## config.mk

```make
export PLATFORM = sky130hd
export DESIGN_NAME = handwrite_submit_ctrl
export DESIGN_NICKNAME = d
export VERILOG_FILES = /design/src/rtl/handwrite_submit_ctrl.sv
export SDC_FILE = /design/constraint.sdc
export NUM_CORES = 2
export LEC_CHECK = 0
export ABC_AREA = 0
export CORE_AREA = 10 10 370 372
export DETAILED_ROUTE_END_ITERATION = 8
export DIE_AREA = 0 0 380 382
export GPL_ROUTABILITY_DRIVEN = 0
export PLACE_DENSITY = 0.58
export SYNTH_ARGS = -nofsm -noshare
export SYNTH_HDL_FRONTEND = slang
export SYNTH_SLANG_ARGS = --single-unit
```

## constraint.sdc

```tcl
create_clock -name i_clk -period 3.7 [get_ports i_clk]
set_input_delay 0.74 -clock i_clk [delete_from_list [all_inputs] [get_ports i_clk]]
set_output_delay 0.74 -clock i_clk [all_outputs]
set_load 0.1 [all_outputs]
```

## src/rtl/handwrite_submit_ctrl.sv

```systemverilog
// Submit sequencer for the handwriting canvas: snapshots the bitmap, streams it row by row
// to the recognizer, waits for a result with timeout, then drives the clear/scroll displacement.
module handwrite_submit_ctrl #(
    parameter int unsigned SCROLL_MAX  = 150,
    parameter int unsigned SCROLL_STEP = 1,
    parameter int unsigned SCROLL_DIV  = 50000,
    parameter int unsigned TIMEOUT     = 5000000
) (
    input  logic         i_clk,
    input  logic         i_rst_n,
    input  logic         i_submit,
    input  logic         i_abort,
    input  logic [899:0] i_handwrite,
    output logic         o_row_valid,
    input  logic         i_row_ready,
    output logic [29:0]  o_row_data,
    output logic [4:0]   o_row_idx,
    input  logic         i_result_valid,
    input  logic [3:0]   i_result,
    output logic [3:0]   o_result,
    output logic         o_error,
    output logic [10:0]  o_displacement,
    output logic         o_busy,
    output logic         o_done
);

    typedef enum logic [1:0] {S_IDLE, S_STREAM, S_WAIT, S_SCROLL} state_t;

    localparam logic [11:0] MAX12    = 12'(SCROLL_MAX);
    localparam logic [10:0] MAX11    = 11'(SCROLL_MAX);
    localparam logic [31:0] DIV_LAST = 32'(SCROLL_DIV - 1);
    localparam logic [31:0] TMO_LAST = 32'(TIMEOUT - 1);

    state_t        state_q;
    logic [899:0]  snap_q;
    logic [4:0]    row_q;
    logic          valid_q;
    logic [31:0]   tmo_q;
    logic [31:0]   div_q;
    logic [10:0]   disp_q;
    logic [3:0]    result_q;
    logic          error_q;
    logic          done_q;

    logic [11:0]   disp_sum;
    logic [10:0]   disp_d;

    // Saturate in 12 bits so the 11-bit displacement can never wrap.
    assign disp_sum = {1'b0, disp_q} + 12'(SCROLL_STEP);
    assign disp_d   = (disp_sum >= MAX12) ? MAX11 : disp_sum[10:0];

    always_ff @(posedge i_clk or negedge i_rst_n) begin
        if (!i_rst_n) begin
            state_q  <= S_IDLE;
            snap_q   <= '0;
            row_q    <= '0;
            valid_q  <= 1'b0;
            tmo_q    <= '0;
            div_q    <= '0;
            disp_q   <= '0;
            result_q <= '0;
            error_q  <= 1'b0;
            done_q   <= 1'b0;
        end else begin
            done_q <= 1'b0;
            if (i_abort && state_q != S_IDLE) begin
                state_q <= S_IDLE;
                valid_q <= 1'b0;
                disp_q  <= '0;
            end else begin
                case (state_q)
                    S_IDLE: begin
                        if (i_submit && !i_abort) begin
                            snap_q  <= i_handwrite;
                            row_q   <= '0;
                            error_q <= 1'b0;
                            valid_q <= 1'b1;
                            state_q <= S_STREAM;
                        end
                    end
                    S_STREAM: begin
                        // Snapshot shifts down one row per transfer so the current row sits in [29:0].
                        if (i_row_ready) begin
                            if (row_q == 5'd29) begin
                                valid_q <= 1'b0;
                                tmo_q   <= '0;
                                state_q <= S_WAIT;
                            end else begin
                                row_q  <= row_q + 5'd1;
                                snap_q <= {30'b0, snap_q[899:30]};
                            end
                        end
                    end
                    S_WAIT: begin
                        if (i_result_valid) begin
                            result_q <= i_result;
                            div_q    <= '0;
                            state_q  <= S_SCROLL;
                        end else if (tmo_q == TMO_LAST) begin
                            result_q <= 4'hF;
                            error_q  <= 1'b1;
                            div_q    <= '0;
                            state_q  <= S_SCROLL;
                        end else begin
                            tmo_q <= tmo_q + 32'd1;
                        end
                    end
                    S_SCROLL: begin
                        if (disp_q == MAX11) begin
                            disp_q  <= '0;
                            done_q  <= 1'b1;
                            state_q <= S_IDLE;
                        end else if (div_q == DIV_LAST) begin
                            div_q  <= '0;
                            disp_q <= disp_d;
                        end else begin
                            div_q <= div_q + 32'd1;
                        end
                    end
                    default: state_q <= S_IDLE;
                endcase
            end
        end
    end

    assign o_row_valid    = valid_q;
    assign o_row_data     = snap_q[29:0];
    assign o_row_idx      = row_q;
    assign o_result       = result_q;
    assign o_error        = error_q;
    assign o_displacement = disp_q;
    assign o_busy         = (state_q != S_IDLE);
    assign o_done         = done_q;

endmodule
```

==> results.toml <==
[sta]
grt_setup_unrepaired = "false"
fin_worst_skew_ns = 0.0282
clock.fmax_mhz = 314
setup_tns_ns = 0
post-route-min-period_ns = 3.19
hold_violations = 0
drv_slew = 0
post-route-period-util_pct = 86.1
worstMarginPinSlew_ns = 1.13
relSlewSlack_pct = 24.8
setup_violations = 0

[setup_path]
critPathBufInv = 0
critPathMaxFanout = 11
cp_slowest_cell = "nor3_1"
crit_path_end_kind = "flip-flop"
cp_top_family = "simple AND/OR/NAND/NOR gates"
path_common_cell = "o211ai_1"
reg2reg_setup_slack_ns = 0.51
cp_num_cells = 6
worst-r2r-cell-count = 6
cp-start-kind = "flip-flop"
crit_arrival_ns = 3.82
critPathKind = "reg2reg"
cp.required_ns = 4.33
slowest_delay_ns = 0.85
r2r_end = "o_displacement[6]"
rr_startpoint = "div_q[24]"
path_cells = "nor4_1 -> nand4_1 -> or3_1 -> nor3_1 -> o211ai_1 -> o211ai_1"

[yosys]
synth_area_leaders = "dfrtp_1, mux2i_1, o21ai_0, nand2_1, clkbuf_1"
yosysWarnings = 0
ys.flop_type = "dfrtp_1"
avgSynthCellArea_um2 = 10.3
syn_inst = 4449
synth-seq-cells = 989
synth.distinct_cells = 64
synth-edff-count = 0
synth_seq_area_share_pct = 54.1
ys_top_cells_by_count = "dfrtp_1, o21ai_0, nand2_1, mux2i_1, clkbuf_1"
synth_area_mm2 = 0.0457
yosysTopAreaCellShare_pct = 54.1
postSynth.asyncResetShare_pct = 100
synthMostInstantiatedCell = "dfrtp_1"
synth_nets = 5370
yosys.area.top_type = "dfrtp_1"

[cells_and_area]
syn2layout_area_growth_pct = 33.5
nets = 6179
fin_cells = 7135
drive_above_1_share_pct = 5.68
final_util_pct = 47.3

[cts]
cts_tree = "built"
clk_transition_reported_paths_ns = 0.06
clockRootBuffer = "clkbuf_16"
cts_resized = 0
numCtsBuffers = 111
ctsHoldBuffers = 1
clock-sinks = 989
htree_levels = 3
postCtsSetupBuffers = 0
clock_path_buffers = 3
clock_latency_ns = 0.72

[power_and_ir_drop]
sw_frac_of_total_pct = 37.9
p_per_area_mw_per_mm2 = 779
peakVddDrop_mv = 0.617
power_frac_seq_pct = 38.5
power.clock.fraction_pct = 24.1
switchingPower_mw = 18.0
cellLeakagePower_nw = 26.7
p_int_mw = 29.5
power_frac_comb_pct = 37.4

[placed_design]
io_buffer_count = 963
placed_cells = 6886
dpl.hpwl_um = 120000

[grt]
use_met1_pct = 24.7
met2_usage_pct = 35.6
antenna_found_initial = 105
grt_pass1_wl_um = 232000
first_global_vias = 35900
grtUsageTotal_pct = 20.9
grt-busiest-layer = "met2"
grt_max_degree = 216
overflow = 0
use_met3_pct = 7.78

[floorplanning]
fp.coreArea_mm2 = 0.129
row_count = 132
die_w_um = 380
die_y_um = 382
dieArea_mm2 = 0.145
start_util_pct = 35.4
io_pins = 964

[run]
maxCapViolCount = 0

[route]
drt_iter0_markers = 2321
vias_per_cell = 4.87
postRouteAntennaNets = 0
wl_per_cell_um = 22.1
wl_um = 158000
via_count = 34800
drc = 0
first_pass_iters = 5

[worst_hold_path]
whs_endpoint = "div_q[15]"
hold_start = "div_q[15]"
whs_path_depth = 1
hp-class = "reg2reg"

[run_status]
outcome = "complete, no violations"
==> kinds of logic after synthesis <==
logic type	Yosys count	share of synthesized area, %
compound gates	1047	12.3
xor+xnor	32	0.613
fa+ha+maj	11	0.301
buf+inv	376	3.49
flops	989	54.1
mux	875	19.2
simple gates	1119	10.0
==> through the flow <==
step / hold WS, ns / power [mW] / worst slack [ns] / cell area (um^2)
4_1_cts: 0.482 / 48.1 / 0.433 / 61000
3_3_place_gp: 0.460 / 36.1 / 0.641 / 57100
3_5_place_dp: 0.469 / 36.5 / 0.500 / 57100
6_report: 0.474 / 47.6 / 0.514 / 61000
2_1_floorplan: 0.436 / 30.7 / 0.657 / 45700
5_1_grt: 0.495 / 50.9 / 0.355 / 61000
==> registers in the layout (all words and copies together) (netlist names), 2 cells and up <==
name / flops
o_row_idx: 5
state_q: 2
o_displacement: 11
snap_q: 900
div_q: 32
o_result: 4
tmo_q: 32
==> how the worst max path moves through the flow <==
stage | from | endpoint | slack, ns
final | div_q[24] | o_displacement[6] | 0.51
after global routing | div_q[16] | o_displacement[5] | 0.35
after CTS | o_displacement[6] | o_displacement[6] | 0.43
after detailed placement | i_abort | o_displacement[6] | 0.50
after global placement | i_abort | o_displacement[0] | 0.64
after floorplan | o_displacement[0] | o_displacement[6] | 0.66
==> layout make-up <==
cell class,count,area [um^2]
multi-input cells,3084,19400
flip-flops and latches,989,24700
clock buffers,167,3340
inverters,20,75.1
well taps,1742,2180
diodes,39,97.6
fillers,12300,68100
repair buffers,1052,10700
clock inverters,42,489
==> power groups by stage <==
stage                     clock [mW]  combinational [mW]  sequential (mW)
after floorplan                    0                13.3             17.4
after global placement             0                17.7             18.4
after detailed placement           0                18.0             18.5
after CTS                       11.8                18.0             18.4
after global routing            12.2                19.8             18.8
final                           11.5                17.8             18.3
==> routing by layer <==
layer	up-vias	wire length, um
met4	134	3710
li1	17100	-
met3	311	11800
met2	841	77200
met1	16400	64100
met5	-	862
==> layout by cell type, fill, tap and decap left out, types with 20 or more instances in the layout <==
cell type        Yosys  routed
o31ai_1             27      25
a22o_1              33      33
nor2_1              60      60
o21ai_0            915     915
nand2_1            912     911
inv_1               20      20
clkbuf_8             0      33
dfrtp_1            989     989
clkbuf_16            0     112
clkbuf_1           270      22
buf_4               33      63
clkdlybuf4s50_1      0     955
mux2i_1            873     873
buf_12               0      32
xnor2_1             23      23
clkinv_2             0      20
nand3_1             32      32
diode_2              0      39
No activity file was read; power rests on OpenSTA's default activity.
